--- src/rtl/pc_sequencer.sv ---
// pc_sequencer -- program-counter sequencer with return-address stack.
//
// Selects the next PC each rising clk edge with priority
//   trap_req > mret_req > jump_enable > branEnable > PC+4.
// A jump/branch whose target is not word aligned is turned into a trap
// (PC <= trap_vector, epc <= PC) and flagged on misalign for one cycle.
// Jumps qualified by call/ret push/pop a circular return-address stack.
//
// Ports:
//   clk, reset_n          clock (rising edge), async active-low reset
//   stall                 hold PC, epc and RAS (a trap still proceeds)
//   jump_enable           unconditional redirect to jump_target_address
//   call / ret            qualify the jump as call (push) / return (pop)
//   branEnable            taken branch to branAddress
//   trap_req, trap_vector exception/interrupt and its handler address
//   mret_req              return from trap to epc
//   outputPCAddress       current PC
//   pc_plus4              current PC + 4
//   epc                   saved exception PC
//   ras_empty, ras_full   RAS occupancy flags
//   misalign              one-cycle pulse after a misaligned redirect
module pc_sequencer #(
  parameter int unsigned     XLEN         = 32,
  parameter logic [XLEN-1:0] RESET_VECTOR = '0,
  parameter int unsigned     RAS_DEPTH    = 4
) (
  input  logic            clk,
  input  logic            reset_n,
  input  logic            stall,
  input  logic            jump_enable,
  input  logic            call,
  input  logic            ret,
  input  logic [XLEN-1:0] jump_target_address,
  input  logic            branEnable,
  input  logic [XLEN-1:0] branAddress,
  input  logic            trap_req,
  input  logic [XLEN-1:0] trap_vector,
  input  logic            mret_req,
  output logic [XLEN-1:0] outputPCAddress,
  output logic [XLEN-1:0] pc_plus4,
  output logic [XLEN-1:0] epc,
  output logic            ras_empty,
  output logic            ras_full,
  output logic            misalign
);

  localparam int unsigned     PTR_W   = $clog2(RAS_DEPTH);
  localparam int unsigned     CNT_W   = $clog2(RAS_DEPTH + 1);
  localparam logic [CNT_W-1:0] CNT_MAX = CNT_W'(RAS_DEPTH);

  logic [XLEN-1:0]  pc_q, pc_d;
  logic [XLEN-1:0]  epc_q, epc_d;
  logic [PTR_W-1:0] top_q, top_d;
  logic [CNT_W-1:0] cnt_q, cnt_d;
  logic             misalign_q, misalign_d;

  logic [XLEN-1:0]  ras_mem [RAS_DEPTH];
  logic             ras_we;
  logic [PTR_W-1:0] ras_waddr;

  logic             ras_has;
  logic [XLEN-1:0]  jump_target;
  logic [XLEN-1:0]  redirect_target;
  logic             bad_target;

  assign pc_plus4        = pc_q + XLEN'(4);
  assign ras_has         = (cnt_q != '0);
  // A return with an empty stack falls back to the explicit jump target.
  assign jump_target     = (ret && ras_has) ? ras_mem[top_q] : jump_target_address;
  assign redirect_target = jump_enable ? jump_target : branAddress;
  assign bad_target      = (jump_enable || branEnable) && (redirect_target[1:0] != 2'b00);

  always_comb begin
    pc_d       = pc_plus4;
    epc_d      = epc_q;
    top_d      = top_q;
    cnt_d      = cnt_q;
    misalign_d = 1'b0;
    ras_we     = 1'b0;
    ras_waddr  = top_q;
    if (trap_req) begin
      pc_d  = trap_vector;
      epc_d = pc_q;
    end else if (stall) begin
      pc_d = pc_q;
    end else if (mret_req) begin
      pc_d = epc_q;
    end else if (bad_target) begin
      // Misaligned redirect: trap instead, leave the RAS alone.
      pc_d       = trap_vector;
      epc_d      = pc_q;
      misalign_d = 1'b1;
    end else if (jump_enable) begin
      pc_d = jump_target;
      if (call && ret && ras_has) begin
        // Pop followed by push collapses to overwriting the top entry.
        ras_we    = 1'b1;
        ras_waddr = top_q;
      end else if (call) begin
        // When full, advancing the pointer overwrites the oldest entry.
        ras_we    = 1'b1;
        ras_waddr = top_q + 1'b1;
        top_d     = top_q + 1'b1;
        if (cnt_q != CNT_MAX) cnt_d = cnt_q + 1'b1;
      end else if (ret && ras_has) begin
        top_d = top_q - 1'b1;
        cnt_d = cnt_q - 1'b1;
      end
    end else if (branEnable) begin
      pc_d = branAddress;
    end
  end

  always_ff @(posedge clk or negedge reset_n) begin
    if (!reset_n) begin
      pc_q       <= RESET_VECTOR;
      epc_q      <= '0;
      top_q      <= '0;
      cnt_q      <= '0;
      misalign_q <= 1'b0;
    end else begin
      pc_q       <= pc_d;
      epc_q      <= epc_d;
      top_q      <= top_d;
      cnt_q      <= cnt_d;
      misalign_q <= misalign_d;
    end
  end

  // Stack storage has no reset; validity is tracked by cnt_q alone.
  always_ff @(posedge clk) begin
    if (ras_we) ras_mem[ras_waddr] <= pc_plus4;
  end

  assign outputPCAddress = pc_q;
  assign epc             = epc_q;
  assign ras_empty       = (cnt_q == '0);
  assign ras_full        = (cnt_q == CNT_MAX);
  assign misalign        = misalign_q;

endmodule

--- config.mk ---
export PLATFORM = sky130hd
export DESIGN_NAME = pc_sequencer
export DESIGN_NICKNAME = d
export VERILOG_FILES = /design/src/rtl/pc_sequencer.sv
export SDC_FILE = /design/constraint.sdc
export NUM_CORES = 1
export LEC_CHECK = 0
export ABC_AREA = 1
export CORE_AREA = 4 4 156 158
export CTS_CLUSTER_DIAMETER = 60
export DETAILED_ROUTE_END_ITERATION = 12
export DIE_AREA = 0 0 160 162
export PLACE_DENSITY = 0.7
export SLEW_MARGIN = 0
export SYNTH_ARGS = -nofsm -noshare
export SYNTH_HDL_FRONTEND = slang
export SYNTH_SLANG_ARGS = --single-unit
export TNS_END_PERCENT = 50
--- constraint.sdc ---
create_clock -name clk -period 8.9 [get_ports clk]
set_input_delay 1.78 -clock clk [delete_from_list [all_inputs] [get_ports clk]]
set_output_delay 1.78 -clock clk [all_outputs]
set_load 0.005 [all_outputs]
==> impl_metrics.toml, run 1 <==
[yosys]
yosys.area.top_type = "edfxtp_1"
synth_most_common_cell = "nand2_1"
synthTopCellsByCount = "nand2_1 (354), edfxtp_1 (128), nor2_1 (98)"
ys_types = 42
ys_ff_latch = 198
syn_area_um2 = 10150
synthArstFlopShare = 0.3535
synth_edf_count = 128
ys_top_cells_by_area = "edfxtp_1 (38%), dfrtp_1 (17%), nand2_1 (13%), nand3_1 (4.8%), nor2_1 (3.6%)"
synth_flop_cell = "edfxtp_1"
synth_top_area_share = 0.3787
synthesis.nets = 1245
ys_warn_count = 0
syn-mean-instance-area_um2 = 8.934
syn_inst = 1136
ys_seq_area_frac = 0.5514

[clock_network]
clockBufferDepth = 2
clk_latency_ps = 450
numCtsBuffers = 17
clkTransAtPathRegs_ps = 80
clockRootBuffer = "clkbuf_16"
cts_setup_buffers = 0
htreeDepth = 4
cts_tree = "built"
ctsResizeCount = 0
cts.sinks = 198
ctsHoldBuffers = 0

[place]
gp_congestion = 0.9235
dpl_cell_area_um2 = 12370
dp.cells = 1591
dp_hpwl_um = 24630
io_buffers = 203

[setup_path]
cp_cell_sequence = "clkdlybuf4s50_1 > clkinv_1 > a21oi_1 > nand2_2 > nand4_1 > nand2_1 > o21ai_1 > inv_1 > nor2_2 > buf_4"
reg2reg_to = "ras_mem[1][13]$_DFFE_PP_"
worst-r2r-cell-count = 12
crit_cells = 10
crit_start = "jump_enable"
crit_path_end = "ras_mem[1][13]$_DFFE_PP_"
ff2ff_setup_slack_ps = 5130
critPathTopFamily = "buffers and inverters"
critPathLaunchType = "input port"
end_kind = "flip-flop"
timing.rr.start = "cnt_q[0]$_DFFE_PN0P_"
crit_buf_inv = 4
arrival_ps = 5530
cp_max_fo = 27
cpPeakStageDelay_ps = 840
worstSetupPathType = "input port to flip-flop"
cp_slowest_cell = "clkdlybuf4s50_1"
cp.required_ps = 9010

[power]
peakVddDrop_mv = 0.1310
power.leakage_nw = 5.192
p_per_area_nw_per_um2 = 222.0

[timing]
period_needed_ps = 5420
tightest_slew_ps = 963.7
slew_headroom = 0.3575
slew_violations = 0
hold_viol = 0
setup_tns_ps = 0
timing.final.crit_share = 0.6090
setup_violations = 0
max_freq_mhz = 184.5
rsz0062_at_grt = "false"
skew_ps = 13.34

[floorplanning]
die_w_um = 160
die_h_um = 162
io_pins = 204
rows = 56
dieArea_um2 = 25920
core-area_um2 = 23120
start_util = 0.4389

[routing]
wl_um = 33270
drc = 0
vias_per_cell = 5.490
firstDrtPassIters = 7
wire_per_inst_um = 20.50
num_vias = 8911
drt_iter0_drc = 1106
route.antenna.remaining_nets = 0

[status]
status = "finished clean"

[cells_and_area]
drive_gt1_frac = 0.07952
fin_area_um2 = 12960
nets = 1429
stdcell_count = 1623
utilization = 0.5607
antenna_cells = 0
area_delta_synth_final_pct = 27.75

[flow_run]
cap_violations = 0

[worst_hold_path]
hold_depth = 2
hold_class = "flip-flop to flip-flop"

[global_route]
grt_max_degree = 71
grt_pass1_wl_um = 50640
grt_usage = 0.2529
grt_pass1_vias = 8543
overflow = 0
antenna_found_initial = 0
==> registers in the layout (all words and copies together) (netlist names) <==
name and cells:
outputPCAddress 32, misalign 1, ras_mem 128, top_q 2, cnt_q 3, epc 32
==> layer usage <==
metal  track usage  up-vias  wire (um)
li1              -     4182          -
met1        0.3610     4237      14330
met2        0.4064      455      15690
met3       0.05176       37       2841
met4       0.04928        0        407
met5             0        -          0
==> cell usage in the layout, fill, tap and decap left out, drive strengths merged <==
master / netlist / final
nand2: 368 / 368
clkdlybuf4s50: 0 / 202
edfxtp: 128 / 128
nor2: 103 / 103
inv: 96 / 101
nand3: 98 / 98
dfrtp: 70 / 70
o21ai: 70 / 70
a22oi: 43 / 43
nand4: 19 / 19
a21oi: 19 / 19
xor2: 17 / 17
clkbuf: 27 / 17
buf: 24 / 14
clkinv: 3 / 10
nor3: 8 / 8
a31oi: 8 / 8
a21boi: 8 / 8
and2: 5 / 5
o22ai: 5 / 5
nand3b: 3 / 3
a32oi: 3 / 3
o211ai: 3 / 3
ha: 3 / 3
clkinvlp: 0 / 2
xnor2: 1 / 1
mux2i: 1 / 1
o22a: 1 / 1
a221oi: 1 / 1
fa: 1 / 1
bufinv: 0 / 1
==> metrics by stage <==
stage	setup WS (ps)	power [mW]	hold WS [ps]
2_1_floorplan	4262	1.695	484.0
3_3_place_gp	3224	2.106	487.8
3_5_place_dp	3098	2.113	487.3
4_1_cts	3545	2.880	506.7
5_1_grt	3212	3.030	531.6
6_report	3480	2.879	507.7
==> worst min-delay path: stages, from the launching register on <==
cell and delay [ps]:
dfrtp_1 370, nand2_1 60, nand2_1 50
==> cells by family (layout without fill, tap and decap cells) <==
family                     Yosys count  in the layout  synth area share
AOI/OAI and AO/OA                  161            161            0.1073
adders and majority gates            4              4          0.005672
buffers and inverters              150            347           0.06497
and+or+nand+nor                    604            604            0.2542
DFF                                198            198            0.5514
muxes                                1              1         0.0009864
xor gates and xnor gates            18             18           0.01553
==> where the power goes <==
group	switching (mW)	total (mW)	internal, mW
Clock	0.378	0.777	0.399
Sequential	0.102	1.17	1.07
Combinational	0.560	0.933	0.373
==> cell type report <==
type                       count  area, um2
fill                        2060      10160
inverter                      99      372.9
tap                          290      362.8
multi-input combinational    788       3911
clock inverter                15      172.7
timing repair buffer         216       2125
sequential                   198       5595
clock buffer                  17      425.4
==> worst min path at each step <==
stage / startpoint / endpoint / slack, ps
2_1_floorplan: cnt_q[2]$_DFFE_PN0P_ / cnt_q[2]$_DFFE_PN0P_ / 480
3_3_place_gp: epc[0]$_DFFE_PN0P_ / epc[0]$_DFFE_PN0P_ / 490
3_5_place_dp: epc[0]$_DFFE_PN0P_ / epc[0]$_DFFE_PN0P_ / 490
4_1_cts: epc[0]$_DFFE_PN0P_ / epc[0]$_DFFE_PN0P_ / 510
5_1_grt: epc[0]$_DFFE_PN0P_ / epc[0]$_DFFE_PN0P_ / 530
6_report: epc[0]$_DFFE_PN0P_ / epc[0]$_DFFE_PN0P_ / 510
Note: power is estimated with default switching activity, not from simulation.
==> run 2, diff against run 1 <==
Clock period 8.9 ns to 5.2 ns, I/O delays scaled along.
==> impl_metrics.toml, run 2 (same netlist as run 1, synthesis figures left out) <==
[status]
status = "finished clean"

[cells_and_area]
utilization = 0.5616
nets = 1433
max_flop_register = "ras_mem"
drive_gt1_frac = 0.08302
largest_reg_flops = 128
fill_cells = 2110
mostFrequentLayoutCells = "nand2_1 (354), clkdlybuf4s50_1 (202), edfxtp_1 (128)"
antenna_cells = 0
stdcell_count = 1627
multiInputGateArea_um2 = 3911
register_area_um2 = 5595
mostFrequentLayoutCell = "nand2_1"
area_delta_synth_final_pct = 27.96

[timing]
slew_violations = 0
setup_tns_ps = 0
max_freq_mhz = 240.7
rsz0062_at_grt = "false"
slew_headroom = 0.3870
skew_ps = 15.02
setup_violations = 0
hold_viol = 0
tightest_slew_ps = 918.6
timing.final.crit_share = 0.7988
period_needed_ps = 4154

[place]
dp_hpwl_um = 25480
gp_congestion = 0.9418
dp.cells = 1595
io_buffers = 203

[global_route]
antenna_found_initial = 0
grt_usage = 0.2564
overflow = 0
grt_pass1_vias = 8595
grt_max_degree = 63
grt_pass1_wl_um = 51090

[power]
power_frac_comb = 0.328
switching_share = 0.3592
p_switching_mw = 1.768
peakVddDrop_mv = 0.2057
p_total_mw = 4.922
power.leakage_nw = 5.217
p_per_area_nw_per_um2 = 379.0
clock_power_share = 0.265
internal_power_mw = 3.154
seqPwrFrac = 0.407

[setup_path]
crit_path_frequent_cell = "nand3_1"
critPathLaunchType = "flip-flop"
arrival_ps = 3110
crit_buf_inv = 2
critPathTopFamily = "buffers and inverters"
cp_max_fo = 6
cpPeakStageDelay_ps = 630
worstSetupPathType = "flip-flop to output pin"
end_kind = "output pin"
cp.required_ps = 4160
cp_cell_sequence = "ha_1 > nand3_1 > inv_1 > nand2_1 > nor2_1 > nand3_1 > xor2_1 > clkdlybuf4s50_1"
cp_slowest_cell = "clkdlybuf4s50_1"

[floorplanning]
start_util = 0.4389
die_h_um = 162
dieArea_um2 = 25920
rows = 56
core-area_um2 = 23120
io_pins = 204
die_w_um = 160

[routing]
vias_per_cell = 5.524
num_vias = 8988
drt_iter0_drc = 965
firstDrtPassIters = 5
wl_um = 33970
route.antenna.remaining_nets = 0
drc = 0
wire_per_inst_um = 20.88

[clock_network]
clockRootBuffer = "clkbuf_16"
htreeDepth = 4
clockBufferDepth = 2
ctsHoldBuffers = 0
clk_latency_ps = 440
cts_setup_buffers = 0
clkTransAtPathRegs_ps = 80
ctsResizeCount = 0
numCtsBuffers = 17
cts_tree = "built"
cts.sinks = 198

[worst_hold_path]
hold_class = "flip-flop to flip-flop"

[flow_run]
cap_violations = 0
## run 2: cell count changes in the layout (fill, tap and decap cells not counted), sizes merged
cell	delta
clkinv	-3
bufinv	-1
buf	+4
clkbuf	+4
## run 2: per-layer routing
layer | global-route usage | vias to the layer above | wire (um)
met5 | 0 | - | 0
met4 | 0.07626 | 0 | 827
met3 | 0.03984 | 54 | 2574
met2 | 0.4137 | 450 | 16050
met1 | 0.3614 | 4289 | 14510
li1 | - | 4195 | -
## run 2: per-stage QoR
step           worst slack, ps  hold slack [ps]  area [um2]
6_report                  1046            507.8       12990
5_1_grt                  817.4            525.6       12990
4_1_cts                   1055            505.6       12990
3_5_place_dp              1192            487.3       12410
3_3_place_gp              1320            487.9       12410
2_1_floorplan             1302            484.0       10150
## run 2: layout make-up
type | count | share of cell area
timing repair buffer | 220 | 0.1669
inverter | 99 | 0.02871
clock inverter | 11 | 0.006552
sequential | 198 | 0.4309
tap | 290 | 0.02794
multi-input combinational | 788 | 0.3012
clock buffer | 21 | 0.03786
## run 2: power by group through the flow
stage | clock network (mW) | registers (mW) | logic, mW
finish | 1.30 | 2.00 | 1.62
floorplan | 0 | 1.95 | 0.945
detailed placement | 0 | 2.03 | 1.61
global route | 1.38 | 2.01 | 1.77
global placement | 0 | 2.03 | 1.58
CTS | 1.31 | 2.00 | 1.62
## run 2: final timing paths
path                                                     start                             end  slack [ps]  cells after the start
min in group asynchronous                              reset_n             epc[16]$_DFFE_PN0P_         670                      1
worst max-delay path            outputPCAddress[2]$_DFFE_PN0P_                    pc_plus4[24]        1050                      8
max in group asynchronous                              reset_n  outputPCAddress[2]$_DFFE_PN0P_        3460                      2
worst max register to register            top_q[0]$_DFFE_PN0P_        ras_mem[2][10]$_DFFE_PP_        2030                     11
worst min-delay path                        epc[0]$_DFFE_PN0P_              epc[0]$_DFFE_PN0P_         510                      2
worst min register to register              epc[0]$_DFFE_PN0P_              epc[0]$_DFFE_PN0P_         510                      2
## run 2: worst reg2reg max path, cell delays in order (launching register included)
cell	delay (ps)
dfrtp_1	760
nor2_4	290
nand2_1	130
nand2_1	60
nor2_1	110
nand3_1	130
a21oi_1	230
nand2_2	180
nor2_1	180
nand2_1	110
nor2_2	410
buf_12	260
